File: src/rtl/faddsub_pipe_if.sv
// rtl/faddsub_pipe_if.sv - operand/result handshake bundle for faddsub_pipe
interface faddsub_pipe_if #(
   parameter int EW = 8,
   parameter int MW = 23
);
   localparam int W = 1 + EW + MW;

   logic         in_valid;
   logic         in_ready;
   logic [W-1:0] x1;
   logic [W-1:0] x2;
   logic         op;
   logic         out_valid;
   logic         out_ready;
   logic [W-1:0] y;
   logic         ovf;

   modport master (
      output in_valid, x1, x2, op, out_ready,
      input  in_ready, out_valid, y, ovf
   );

   modport slave (
      input  in_valid, x1, x2, op, out_ready,
      output in_ready, out_valid, y, ovf
   );
endinterface

File: src/rtl/faddsub_pipe.sv
// rtl/faddsub_pipe.sv - 3-stage floating-point add/subtract (align, add/normalise, round/special)
module faddsub_pipe #(
   parameter int EW = 8,
   parameter int MW = 23
) (
   input  logic          clk,
   input  logic          rst,
   faddsub_pipe_if.slave bus
);
   localparam int W  = 1 + EW + MW;
   localparam int NW = MW + 4;   // hidden bit, fraction, guard, round, sticky
   localparam int SW = $clog2(NW);

   logic stall;
   assign stall        = bus.out_valid && !bus.out_ready;
   assign bus.in_ready = !stall;

   // ---------------- S1: classify, order by magnitude, align ----------------
   logic          sa, sb, a_nan, b_nan, a_inf, b_inf, a_big, sp;
   logic [EW-1:0] ea, eb, ea_eff, eb_eff, el, es;
   logic [MW:0]   ma, mb, ml, ms;
   logic [NW-1:0] ext, mask, shifted, al;
   logic [SW-1:0] shamt;
   logic [31:0]   diff;
   logic [W-1:0]  spy;

   always_comb begin
      sa     = bus.x1[W-1];
      sb     = bus.x2[W-1] ^ bus.op;
      ea     = bus.x1[W-2:MW];
      eb     = bus.x2[W-2:MW];
      a_nan  = (&ea) && (|bus.x1[MW-1:0]);
      b_nan  = (&eb) && (|bus.x2[MW-1:0]);
      a_inf  = (&ea) && !(|bus.x1[MW-1:0]);
      b_inf  = (&eb) && !(|bus.x2[MW-1:0]);
      ea_eff = (ea == '0) ? EW'(1) : ea;
      eb_eff = (eb == '0) ? EW'(1) : eb;
      ma     = {|ea, bus.x1[MW-1:0]};
      mb     = {|eb, bus.x2[MW-1:0]};
      a_big  = {ea_eff, ma} >= {eb_eff, mb};
      el     = a_big ? ea_eff : eb_eff;
      es     = a_big ? eb_eff : ea_eff;
      ml     = a_big ? ma : mb;
      ms     = a_big ? mb : ma;
      diff   = 32'(el) - 32'(es);
      shamt  = (diff >= 32'(MW + 3)) ? SW'(MW + 3) : SW'(diff);
      ext     = {ms, 3'b000};
      mask    = ~({NW{1'b1}} << shamt);
      shifted = ext >> shamt;
      al      = {shifted[NW-1:1], shifted[0] | (|(ext & mask))};
      // NaN/infinity outcome is resolved here and carried alongside the datapath
      sp  = a_nan | b_nan | a_inf | b_inf;
      spy = '0;
      if (a_nan && b_nan)
         spy = {sb, {EW{1'b1}}, 1'b1, bus.x2[MW-2:0]};
      else if (a_nan)
         spy = {sa, {EW{1'b1}}, 1'b1, bus.x1[MW-2:0]};
      else if (b_nan)
         spy = {sb, {EW{1'b1}}, 1'b1, bus.x2[MW-2:0]};
      else if (a_inf && b_inf)
         spy = (sa == sb) ? {sa, {EW{1'b1}}, {MW{1'b0}}}
                          : {1'b1, {EW{1'b1}}, 1'b1, {(MW-1){1'b0}}};
      else if (a_inf)
         spy = {sa, {EW{1'b1}}, {MW{1'b0}}};
      else if (b_inf)
         spy = {sb, {EW{1'b1}}, {MW{1'b0}}};
   end

   logic          v1, s1_sign, s1_sub, s1_zs, s1_sp;
   logic [EW-1:0] s1_exp;
   logic [NW-1:0] s1_ml, s1_ms;
   logic [W-1:0]  s1_spy;

   always_ff @(posedge clk or posedge rst) begin
      if (rst) begin
         v1      <= 1'b0;
         s1_sign <= 1'b0;
         s1_sub  <= 1'b0;
         s1_zs   <= 1'b0;
         s1_sp   <= 1'b0;
         s1_exp  <= '0;
         s1_ml   <= '0;
         s1_ms   <= '0;
         s1_spy  <= '0;
      end else if (!stall) begin
         v1      <= bus.in_valid;
         s1_sign <= a_big ? sa : sb;
         s1_sub  <= sa ^ sb;
         s1_zs   <= sa & sb;
         s1_sp   <= sp;
         s1_exp  <= el;
         s1_ml   <= {ml, 3'b000};
         s1_ms   <= al;
         s1_spy  <= spy;
      end
   end

   // ---------------- S2: add, normalise ----------------
   logic [NW:0]   sum;
   logic [NW-1:0] nm;
   logic [EW:0]   ne;
   int            msb, sh;

   always_comb begin
      sum = s1_sub ? ({1'b0, s1_ml} - {1'b0, s1_ms}) : ({1'b0, s1_ml} + {1'b0, s1_ms});
      msb = 0;
      for (int i = 0; i < NW; i++)
         if (sum[i]) msb = i;
      sh = 0;
      nm = sum[NW-1:0];
      ne = {1'b0, s1_exp};
      if (sum[NW]) begin
         nm = {sum[NW:2], sum[1] | sum[0]};
         ne = ne + (EW+1)'(1);
      end else begin
         // left shift stops at exponent 1; anything still unnormalised is subnormal
         sh = NW - 1 - msb;
         if (sh > int'(s1_exp) - 1)
            sh = int'(s1_exp) - 1;
         nm = sum[NW-1:0] << sh;
         ne = ne - (EW+1)'(sh);
         if (!nm[NW-1])
            ne = '0;
      end
   end

   logic          v2, s2_sign, s2_zero, s2_zs, s2_sp;
   logic [EW:0]   s2_exp;
   logic [NW-2:0] s2_m;
   logic [W-1:0]  s2_spy;

   always_ff @(posedge clk or posedge rst) begin
      if (rst) begin
         v2      <= 1'b0;
         s2_sign <= 1'b0;
         s2_zero <= 1'b0;
         s2_zs   <= 1'b0;
         s2_sp   <= 1'b0;
         s2_exp  <= '0;
         s2_m    <= '0;
         s2_spy  <= '0;
      end else if (!stall) begin
         v2      <= v1;
         s2_sign <= s1_sign;
         s2_zero <= (sum == '0);
         s2_zs   <= s1_zs;
         s2_sp   <= s1_sp;
         s2_exp  <= ne;
         s2_m    <= nm[NW-2:0];
         s2_spy  <= s1_spy;
      end
   end

   // ---------------- S3: round to nearest even, special/overflow select ----------------
   logic              rup, novf;
   logic [EW+MW:0]    res;
   logic [W-1:0]      ny;

   always_comb begin
      rup  = s2_m[2] & (s2_m[1] | s2_m[0] | s2_m[3]);
      // carry out of the fraction rolls into the exponent field naturally
      res  = {s2_exp, s2_m[NW-2:3]} + (EW+MW+1)'(rup);
      ny   = {s2_sign, res[EW+MW-1:0]};
      novf = 1'b0;
      if (s2_sp)
         ny = s2_spy;
      else if (s2_zero)
         ny = {s2_zs, {(W-1){1'b0}}};
      else if (res[EW+MW:MW] >= {1'b0, {EW{1'b1}}}) begin
         ny   = {s2_sign, {EW{1'b1}}, {MW{1'b0}}};
         novf = 1'b1;
      end
   end

   logic         v3, ovf_q;
   logic [W-1:0] y_q;

   always_ff @(posedge clk or posedge rst) begin
      if (rst) begin
         v3    <= 1'b0;
         y_q   <= '0;
         ovf_q <= 1'b0;
      end else if (!stall) begin
         v3    <= v2;
         y_q   <= ny;
         ovf_q <= novf;
      end
   end

   assign bus.out_valid = v3;
   assign bus.y         = y_q;
   assign bus.ovf       = ovf_q;
endmodule

File: src/flat_wrapper.sv
// flat-port wrapper written by rule: the top's interface ports become plain ports
module faddsub_pipe_flat 
#(
   parameter int EW = 8,
   parameter int MW = 23
)
  (clk, rst, bus_in_valid, bus_x1, bus_x2, bus_op, bus_out_ready, bus_in_ready, bus_out_valid, bus_y, bus_ovf);
  faddsub_pipe_if #(.EW(EW), .MW(MW)) bus_i ();
  input  logic clk;
  input  logic rst;
  input wire logic [$bits(bus_i.in_valid)-1:0] bus_in_valid;
  input wire logic [$bits(bus_i.x1)-1:0] bus_x1;
  input wire logic [$bits(bus_i.x2)-1:0] bus_x2;
  input wire logic [$bits(bus_i.op)-1:0] bus_op;
  input wire logic [$bits(bus_i.out_ready)-1:0] bus_out_ready;
  output wire logic [$bits(bus_i.in_ready)-1:0] bus_in_ready;
  output wire logic [$bits(bus_i.out_valid)-1:0] bus_out_valid;
  output wire logic [$bits(bus_i.y)-1:0] bus_y;
  output wire logic [$bits(bus_i.ovf)-1:0] bus_ovf;
  assign bus_i.in_valid = bus_in_valid;
  assign bus_i.x1 = bus_x1;
  assign bus_i.x2 = bus_x2;
  assign bus_i.op = bus_op;
  assign bus_i.out_ready = bus_out_ready;
  assign bus_in_ready = bus_i.in_ready;
  assign bus_out_valid = bus_i.out_valid;
  assign bus_y = bus_i.y;
  assign bus_ovf = bus_i.ovf;
  faddsub_pipe #(.EW(EW), .MW(MW)) u_core (.clk(clk), .rst(rst), .bus(bus_i));
endmodule
File: config.mk
export PLATFORM = sky130hd
export DESIGN_NAME = faddsub_pipe_flat
export DESIGN_NICKNAME = d
export VERILOG_FILES = /design/src/rtl/faddsub_pipe_if.sv /design/src/rtl/faddsub_pipe.sv /design/src/flat_wrapper.sv
export SDC_FILE = /design/constraint.sdc
export NUM_CORES = 1
export LEC_CHECK = 0
export BUFFER_PORTS_ARGS = -buffer_cell sky130_fd_sc_hd__buf_2
export CAP_MARGIN = 20
export CELL_PAD_IN_SITES_DETAIL_PLACEMENT = 1
export CELL_PAD_IN_SITES_GLOBAL_PLACEMENT = 2
export CORE_AREA = 2 2 251 253
export CTS_CLUSTER_SIZE = 12
export DETAILED_ROUTE_END_ITERATION = 8
export DIE_AREA = 0 0 253 255
export MAX_ROUTING_LAYER = met4
export PLACE_DENSITY_LB_ADDON = 0.05
export SLEW_MARGIN = 20
export SYNTH_ARGS = -nofsm -noshare
export SYNTH_HDL_FRONTEND = slang
export SYNTH_SLANG_ARGS = --single-unit
File: constraint.sdc
create_clock -name clk -period 17.2 [get_ports clk]
set_input_delay 1.72 -clock clk [delete_from_list [all_inputs] [get_ports clk]]
set_output_delay 1.72 -clock clk [all_outputs]
set_load 0.03 [all_outputs]
==> results of run 1 <==
==> layout by cell type, fill, tap and decap left out, types with 13 or more instances in the layout <==
master / instances
buf_4: 30
buf_2: 103
nand2_1: 327
a21oi_1: 195
nor3_1: 41
nand2b_1: 26
xnor2_1: 35
a211oi_1: 32
o21ai_0: 157
o211ai_1: 26
inv_1: 109
xor2_1: 40
and3_1: 21
a31oi_1: 18
mux2_2: 16
or3_1: 14
ha_1: 106
and2_1: 23
nor2b_1: 23
nand3_1: 55
o21a_1: 19
a221oi_1: 15
o221ai_1: 13
dfrtp_1: 188
mux2i_1: 133
a21o_1: 31
clkbuf_16: 17
o31ai_1: 22
o22ai_1: 45
nor2_1: 206
nor4_1: 29
nand4_1: 29
==> final cells by class <==
cell class / instances / area [µm²] / share of cell area (%)
multi-input combinational: 1932 / 12600 / 62.6
sequential: 188 / 4700 / 23.3
tap: 799 / 1000 / 4.95
timing repair buffer: 134 / 761 / 3.77
inverter: 116 / 445 / 2.21
clock buffer: 17 / 425 / 2.11
clock inverter: 15 / 209 / 1.04
==> kinds of logic after synthesis <==
family / synth area share [%]
fa+ha+maj: 7.43
buf+inv: 5.93
other cells: 0.0408
compound gates: 26.5
simple gates: 22.2
xor+xnor: 3.66
mux: 8.64
flops: 25.6
==> where the power goes <==
part           leakage (nW)  switching, mW  internal (mW)
clock                 0.307          0.242          0.205
combinational          6.10           1.31          0.625
sequential             2.44          0.138          0.550
==> tightest hold or removal path, delay by kind of cell, from the launching register on <==
kind	cells	cell delay, ns
DFF	1	0.35
and+or+nand+nor	2	0.10
==> registers in the layout, indices dropped and copies added, names as in the netlist, 8 cells and up <==
name	cells
u_core.s1_exp	8
u_core.s2_m	26
u_core.s1_ml	24
u_core.s2_exp	9
u_core.s1_spy	25
u_core.s2_spy	25
u_core.s1_ms	27
u_core.bus.y	32
==> per-stage QoR <==
stage                     instance area (µm²)  util [%]  setup slack (ns)  total power [mW]  instances
final                                   20200      32.5              7.59              3.07       3201
after global routing                    20200      32.5              6.76              3.28       3201
after CTS                               20200      32.5              7.67              3.08       3201
after detailed placement                19500      31.4              7.73              2.61       3169
after global placement                  19500      31.4              7.71              2.62       3169
after floorplan                         18400         -              8.74              1.95       2385
==> layer usage <==
layer | GRT usage [%] | wire (µm) | up-vias
met4 | 5.49 | 1310 | 0
met2 | 43.6 | 39500 | 406
met3 | 2.61 | 2900 | 63
met1 | 38.2 | 42100 | 9399
met5 | - | 0 | -
li1 | - | - | 8690
==> cells in the mapped netlist, types with 8 or more instances <==
master / number / area share (%)
and3_1: 21 / 0.71
o31ai_1: 22 / 0.90
or3_1: 14 / 0.48
nand2_1: 327 / 6.7
nand4_1: 29 / 0.99
o221ai_1: 13 / 0.62
buf_1: 11 / 0.22
nor4_1: 29 / 0.99
nor3_1: 42 / 1.1
xor2_1: 40 / 1.9
ha_1: 106 / 7.2
nand3_1: 55 / 1.5
buf_2: 35 / 0.95
xnor2_1: 35 / 1.7
dfrtp_1: 188 / 26
a31oi_1: 18 / 0.61
nor2_1: 206 / 4.2
inv_1: 111 / 2.3
o22a_1: 8 / 0.38
a21o_1: 31 / 1.3
a2bb2oi_1: 10 / 0.48
mux2_2: 16 / 0.98
or2_2: 10 / 0.34
a22oi_1: 11 / 0.45
o211ai_1: 26 / 1.1
o22ai_1: 45 / 1.5
nor2b_1: 24 / 0.82
nand2b_1: 26 / 0.88
clkbuf_1: 95 / 1.9
a211oi_1: 32 / 1.3
and2_1: 23 / 0.78
o21a_1: 19 / 0.78
a21oi_1: 195 / 5.3
a221oi_1: 15 / 0.71
o21ai_0: 157 / 4.3
o21bai_1: 10 / 0.41
mux2i_1: 134 / 7.3
==> worst max-delay path by stage <==
stage | from | to | cells past startpoint | slack (ns)
final | u_core.s1_ms[8] | u_core.s2_exp[7] | 38 | 7.59
after global routing | u_core.s1_ms[8] | u_core.s2_exp[7] | 38 | 6.76
after CTS | u_core.s1_ms[8] | u_core.s2_exp[7] | 38 | 7.67
after detailed placement | u_core.s1_ms[8] | u_core.s2_exp[7] | 38 | 7.73
after global placement | u_core.s1_ms[8] | u_core.s2_exp[7] | 38 | 7.71
after floorplan | bus_x1[24] | u_core.s1_ms[0] | 31 | 8.74
==> metrics.txt, run 1 <==
Fillers=7533; CTS Sinks=188; Pleak=8.84 nW; vias in the first global route=19000; Hold Path End=u_core.s1_zs; RSZ-0062 raised after global routing=no; Resized cells post-CTS=0; final setup violation count=0; CP required=17.62 ns; Min Hold Slack=0.476 ns; synthesized area per cell=7.72 µm²; DR vias/cell=5.80; fin crit period=9.61 ns; worst-case clock skew=0.0257 ns; Final Hold Fails=0; yosys warns=0; grt total ovfl=0; antenna viol nets, final=0; drt wl/cell=26.8 µm; Total GRT Usage=27.5%; CTS tree=built; cell family with most CP delay=compound AO/OA/AOI/OAI gates; Slew Viols, Final=0; Die Height=255 µm; Worst Hold Class=reg -> reg; Die W=253 µm; post-DP HPWL=67300 µm; number of buffers created by CTS=17; Synth Instances=2382; # port buffers=103; Cell Area, Synth=18400 µm²; Layout Nets=2566; share of layout cells above drive strength 1=10.2%; n_diodes=0; first-pass GRT wire length=129000 µm; WS Path Type=reg -> reg; Post-synth EDFFs=0; root buffer cell=clkbuf_16; Clock Tree Buf Depth=2; Setup crit start kind=register; die area=64500 µm²; #FFs+latches synth=188; Netlist cell types=112; largest net degree at the start of global routing=127; routability cong.=0.910; hold path startpoint=u_core.s1_zs; setup bufs post-CTS=0; Site Rows=92; r2r setup slk=7.59 ns; Initial Util=29.6%; Seq/Total Area, Yosys=25.6%; Max-Slew Margin vs Limit=25.8%; PwrDens=152 nW/µm²; most used cell, CP=a21oi_1; Worst Setup End Kind=register; Hold Crit Depth=2; Detailed Route WL=85800 µm; Area growth syn-to-layout=9.72%; initial DRC count=1198; IO Pins=104; Max FO, Critical Path=27; Worst Tran Pin Value=1.10 ns; drt drc=0; Main synth FF type=dfrtp_1; CORE AREA=62200 µm²; Max Cap Viol=0; Largest stage delay, worst path=0.70 ns; worst r2r src=u_core.s1_ms[8]; Crit path buffers/inverters=5; VDD IR max=0.0677 mV; Via Count=18600; Critical-path top delay cell=clkinv_1; outcome=complete, no violations; H-tree depth=4; Worst R2R Path Depth=38; initial antenna violation count=1; DRT Pass-1 Iters=5; Post-synth ARST share=100%; clk_lat worst skew=0.51 ns; CTS Hold Buffers Added=0; Reg clk slew, reported paths=0.09 ns; data arrival time of the critical path=10.04 ns; setup_tns=0 ns; reg2reg end=u_core.s2_exp[7]; Max Fclk=0.104 GHz; period utilisation layout=55.9%
(Power assumes the default switching activity.)
==> run 2: changes to the inputs <==
--- a/config.mk
+++ b/config.mk
@@ -5,14 +5,15 @@
 export SDC_FILE = /design/constraint.sdc
 export NUM_CORES = 1
 export LEC_CHECK = 0
+export ABC_AREA = 1
 export BUFFER_PORTS_ARGS = -buffer_cell sky130_fd_sc_hd__buf_2
 export CAP_MARGIN = 20
 export CELL_PAD_IN_SITES_DETAIL_PLACEMENT = 1
 export CELL_PAD_IN_SITES_GLOBAL_PLACEMENT = 2
-export CORE_AREA = 2 2 251 253
+export CORE_AREA = 2 2 245 247
 export CTS_CLUSTER_SIZE = 12
 export DETAILED_ROUTE_END_ITERATION = 8
-export DIE_AREA = 0 0 253 255
+export DIE_AREA = 0 0 247 249
 export MAX_ROUTING_LAYER = met4
 export PLACE_DENSITY_LB_ADDON = 0.05
 export SLEW_MARGIN = 20
==> constraint.sdc (replaced) <==
create_clock -name clk -period 8.25 [get_ports clk]
set_input_delay 0.825 -clock clk [delete_from_list [all_inputs] [get_ports clk]]
set_output_delay 0.825 -clock clk [all_outputs]
set_load 0.03 [all_outputs]
==> run 2 against run 1 <==
Compared with the run above: clock skew is 0.0059 ns lower; first-iteration DRC count decreased by 33%; core utilization increased by 0.51 points; die area shrank 4.7%; design area down 4.1%; cell count increased by 11%; non-clock buffer count up 6; worst hold slack got worse by 0.078 ns; routed wire length down 10%; combinational power increased by 120%; fmax increased by 29%; critical path type unchanged; synthesized cell count up 15%.
==> metrics.txt, run 2 <==
outcome=complete, no violations; WS Path Type=reg -> reg; # port buffers=103; routability cong.=0.901; fin crit period=7.47 ns; Area growth syn-to-layout=10.8%; Largest stage delay, worst path=0.46 ns; die area=61500 µm²; Worst Hold Class=in -> async; drt wl/cell=21.6 µm; list of most frequent post-synthesis cells=787 x nand2_1, 327 x inv_1, 276 x nand3_1; Max Fclk=0.134 GHz; Netlist cell types=70; leading area contributor after synthesis=dfrtp_1; Cell Area, Synth=17500 µm²; initial DRC count=801; Final Hold Fails=0; Reg clk slew, reported paths=0.10 ns; Final Non-Filler Cells=3565; area fraction in compound gates after synthesis=18.2%; Cell Int Power=2.83 mW; Post-synth EDFFs=0; CORE AREA=58700 µm²; largest net degree at the start of global routing=180; Main synth FF type=dfrtp_1; CP required=8.57 ns; most frequent cell after synthesis=nand2_1; Place WS=0.394 ns; DRT Pass-1 Iters=5; xor/xnor cell area share of the yosys netlist=2.09%; IO Pins=104; Tot Pwr=6.54 mW; Pleak=9.59 nW; final setup violation count=0; first-pass GRT wire length=118000 µm; largest cells by area after synthesis=dfrtp_1 27%, nand2_1 17%, nand3_1 7.9%; post-DP HPWL=62000 µm; clock share of power=13.6%; Die W=247 µm; Critical-path top delay cell=ha_1; Final WS setup=0.778 ns; multiplexer area fraction after synthesis=0%; Detailed Route WL=77000 µm; RSZ-0062 raised after global routing=no; Seq/Total Area, Yosys=27.0%; number of buffers created by CTS=17; Layout Nets=2956; initial antenna violation count=2; drt drc=0; CTS Hold Buffers Added=0; cell family with most CP delay=simple AND/OR/NAND/NOR gates; Clock Tree Buf Depth=2; main combinational cell family by area after synthesis=simple AND/OR/NAND/NOR gates; DR vias/cell=5.16; Fillers=7640; sequential power share=21.7%; share of layout cells above drive strength 1=9.13%; Via Count=18400; Worst R2R Path Depth=45; Post-synth ARST share=100%; dpl cells=3532; final standard cell area without fillers=19300 µm²; Synth Instances=2747; Slew Viols, Final=0; period utilisation layout=90.6%; antenna viol nets, final=0; Initial Util=29.7%; DP Area=18700 µm²; H-tree depth=4; CTS tree=built; Max-Slew Margin vs Limit=34.5%; most frequent cells in the layout=787 x nand2_1, 326 x inv_1, 275 x nand3_1; root buffer cell=clkbuf_16; vias in the first global route=18800; Crit path buffers/inverters=5; grt total ovfl=0; Max Cap Viol=0; P_sw=3.71 mW; clk_lat worst skew=0.47 ns; simple logic cell fraction of the synthesized area=34.1%; Worst path depth=45; Logic pwr share=64.6%; Worst Setup End Kind=register; commonest non-fill, non-tap cell in the layout=nand2_1; synthesized area per cell=6.35 µm²; CTS Sinks=188; data arrival time of the critical path=7.79 ns; Max FO, Critical Path=22; post-synthesis adder-cell area fraction=7.83%; n_diodes=0; Setup crit start kind=register; yosys warns=0; setup_tns=0 ns; most used cell, CP=nand2_1; top cell type's share of synthesized area=27.0%; VDD IR max=0.190 mV; #FFs+latches synth=188; max FFs per register=32; Die Height=249 µm; PwrDens=338 nW/µm²; Site Rows=89; Switching Fraction=56.8%; worst-case clock skew=0.0198 ns; Total GRT Usage=25.8%; Worst Tran Pin Value=0.973 ns
==> run 2: cell families (layout without fill, tap and decap cells) <==
| logic type | Yosys count | count (layout) |
|---|---|---|
| simple gates | 1383 | 1383 |
| xor+xnor | 39 | 39 |
| compound gates | 550 | 550 |
| fa+ha+maj | 108 | 108 |
| other cells | 2 | 5 |
| buf+inv | 477 | 519 |
| flops | 188 | 188 |
==> run 2: per-layer routing <==
metal	vias up	GRT usage, %	share of wire, %
li1	9119	-	-
met1	8943	34.8	49
met2	268	41.6	47
met3	57	1.81	2.0
met4	0	6.75	2.4
met5	-	-	0
==> run 2: timing repair <==
| action | in CTS | in global routing |
|---|---|---|
| gates resized for setup | 0 | 5 |
| buffers inserted | 0 | 1 |
| hold endpoints to repair | 0 | 0 |
| setup endpoints to repair | 0 | 14 |
==> run 2: power by group through the flow <==
| stage | registers [mW] | clock network [mW] | logic (mW) |
|---|---|---|---|
| 2_1_floorplan | 1.47 | 0 | 2.74 |
| 3_3_place_gp | 1.43 | 0 | 4.20 |
| 3_5_place_dp | 1.44 | 0 | 4.22 |
| 4_1_cts | 1.43 | 0.917 | 4.24 |
| 5_1_grt | 1.46 | 0.947 | 4.73 |
| 6_report | 1.42 | 0.892 | 4.23 |
==> run 2: area by class of cell <==
| cell class | instances | area, µm² | area share [%] |
|---|---|---|---|
| Sequential cell | 188 | 4700 | 24.3 |
| Inverter | 347 | 1310 | 6.78 |
| Clock buffer | 18 | 439 | 2.27 |
| Timing Repair Buffer | 140 | 818 | 4.23 |
| Tap cell | 773 | 967 | 5.00 |
| Multi-Input combinational cell | 2085 | 10900 | 56.4 |
| Clock inverter | 14 | 186 | 0.964 |
==> run 2: through the flow <==
stage	utilization, %	hold slack [ns]
2_1_floorplan	-	0.440
3_3_place_gp	31.8	0.452
3_5_place_dp	31.8	0.456
4_1_cts	32.9	0.392
5_1_grt	33.0	0.422
6_report	33.0	0.399
==> run 2: worst paths after layout <==
path | from | end | slack (ns)
max reg2reg | u_core.s1_ml[6] | u_core.s2_m[7] | 0.78
min | rst | u_core.s2_m[15] | 0.40
max in group asynchronous | rst | u_core.s1_ml[14] | 6.50
max | u_core.s1_ml[6] | u_core.s2_m[7] | 0.78
min in group clk | u_core.v2 | u_core.bus.out_valid | 0.47
min reg2reg | u_core.v2 | u_core.bus.out_valid | 0.47
==> run 2: worst register-to-register path: cells and delay by family, from the launching register on <==
kind,cells,cell delay (ns)
AOI/OAI and AO/OA,11,2.21
buffers and inverters,5,0.50
DFF,1,0.42
adders and majority gates,3,0.95
and+or+nand+nor,26,3.23
==> run 3: changes to the inputs <==
--- a/config.mk
+++ b/config.mk
@@ -6,7 +6,7 @@
 export NUM_CORES = 1
 export LEC_CHECK = 0
 export ABC_AREA = 1
-export BUFFER_PORTS_ARGS = -buffer_cell sky130_fd_sc_hd__buf_2
+export BUFFER_PORTS_ARGS = -buffer_cell sky130_fd_sc_hd__buf_4
 export CAP_MARGIN = 20
 export CELL_PAD_IN_SITES_DETAIL_PLACEMENT = 1
 export CELL_PAD_IN_SITES_GLOBAL_PLACEMENT = 2
==> run 3 against run 2 <==
Compared with the run above: clock power shrank 3.0%; die area is the same; via count grew 0.62%; total power grew 0.69%; worst hold slack gained 0.032 ns; clock-buffer cell count grew 1; first-iteration DRC count grew 22%; combinational power grew 1%; largest power group unchanged.
==> metrics.txt, run 3 (synthesized netlist as in run 2, its figures left out) <==
drt wl/cell=21.8 µm; Clock Tree Buf Depth=2; worst-case clock skew=0.0138 ns; Area growth syn-to-layout=12.1%; Tot Pwr=6.59 mW; Pleak=9.63 nW; DR vias/cell=5.19; final setup violation count=0; first-pass GRT wire length=119000 µm; Reg clk slew, reported paths=0.08 ns; DRT Pass-1 Iters=7; PwrDens=337 nW/µm²; Place WS=0.422 ns; IO Pins=104; Die W=247 µm; cell family with most CP delay=simple AND/OR/NAND/NOR gates; share of layout cells above drive strength 1=9.14%; clk_lat worst skew=0.46 ns; Max-Slew Margin vs Limit=25.7%; Critical-path top delay cell=nor2_1; Final Non-Filler Cells=3564; Total GRT Usage=26.1%; commonest non-fill, non-tap cell in the layout=nand2_1; Final WS setup=0.741 ns; Worst Setup End Kind=register; vias in the first global route=19200; max FFs per register=32; outcome=complete, no violations; VDD IR max=0.176 mV; period utilisation layout=91.0%; Worst Hold Class=in -> async; Min Hold Slack=0.431 ns; final standard cell area without fillers=19600 µm²; Setup crit start kind=register; largest net degree at the start of global routing=96; fin crit period=7.51 ns; routability cong.=0.929; Max FO, Critical Path=15; CP Launch Point=u_core.s1_ml[3]; WS Path Type=reg -> reg; antenna viol nets, final=0; grt total ovfl=0; most used cell, CP=nand2_1; initial antenna violation count=4; dpl cells=3530; most frequent cells in the layout=787 x nand2_1, 326 x inv_1, 274 x nand3_1; Final Util=33.3%; Max Fclk=0.133 GHz; initial DRC count=978; die area=61500 µm²; drt drc=0; Max Cap Viol=0; Worst Tran Pin Value=1.11 ns; H-tree depth=4; setup_tns=0 ns; worst r2r src=u_core.s1_ml[3]; CORE AREA=58700 µm²; root buffer cell=clkbuf_16; Slew Viols, Final=0; Via Count=18500; Largest stage delay, worst path=0.85 ns; setup bufs post-CTS=0; Initial Util=29.7%; CP required=8.62 ns; Layout Nets=2953; Detailed Route WL=77700 µm; Die Height=249 µm; CTS Sinks=188; # port buffers=103; Site Rows=89; RSZ-0062 raised after global routing=no; number of buffers created by CTS=17; DP Area=18900 µm²; data arrival time of the critical path=7.88 ns; post-DP HPWL=62600 µm; Crit path buffers/inverters=7; Final Hold Fails=0; CTS tree=built
## run 3: cell count changes in the layout (fill, tap and decap cells not counted), moves of 2 or more
cell        before  now
buf_2          103    0
buf_4           35  135
clkinv_8         6    1
ha_1           106  103
ha_2             0    3
clkinvlp_4       1    3
diode_2          0    2
inv_12           2    0
inv_8            3    5
nand3_4          2    4
## run 3: final cells by class
| class | instances | area, µm² |
|---|---|---|
| tap | 773 | 967 |
| inverter | 347 | 1310 |
| timing repair buffer | 137 | 1050 |
| multi-input combinational | 2085 | 10900 |
| clock buffer | 19 | 443 |
| clock inverter | 13 | 149 |
| sequential | 188 | 4700 |
| antenna | 2 | 5.00 |
| fill | 7527 | 39100 |
## run 3: what timing repair did
item	in CTS	in global routing
setup endpoints to repair	0	11
gates resized for setup	0	13
hold buffers	0	0
## run 3: per-layer routing
layer | global-route usage, % | wire length (µm)
met5 | - | 0
met4 | 9.40 | 2750
met3 | 2.26 | 2100
met2 | 41.5 | 36000
met1 | 34.6 | 36800
## run 3: worst register-to-register path, delay by kind of cell, from the launching register on
kind | cells | cell delay (ns)
compound gates | 10 | 1.65
simple gates | 22 | 3.38
fa+ha+maj | 4 | 1.07
flops | 1 | 0.39
buf+inv | 7 | 0.93
## run 3: where the power goes
group | internal, mW | leakage [nW] | switching [mW]
combinational | 1.30 | 6.93 | 2.98
clock | 0.439 | 0.281 | 0.426
sequential | 1.16 | 2.42 | 0.285
## run 3: path summary, 6_finish.rpt
path	endpoint	slack [ns]	depth (start not counted)
worst max-delay path	u_core.s2_m[7]	0.74	43
worst min-delay path	u_core.s2_m[13]	0.43	2
worst max register to register	u_core.s2_m[7]	0.74	43
worst min register to register	u_core.bus.out_valid	0.47	1
max in group asynchronous	u_core.s1_spy[8]	6.54	3
min in group clk	u_core.bus.out_valid	0.47	1
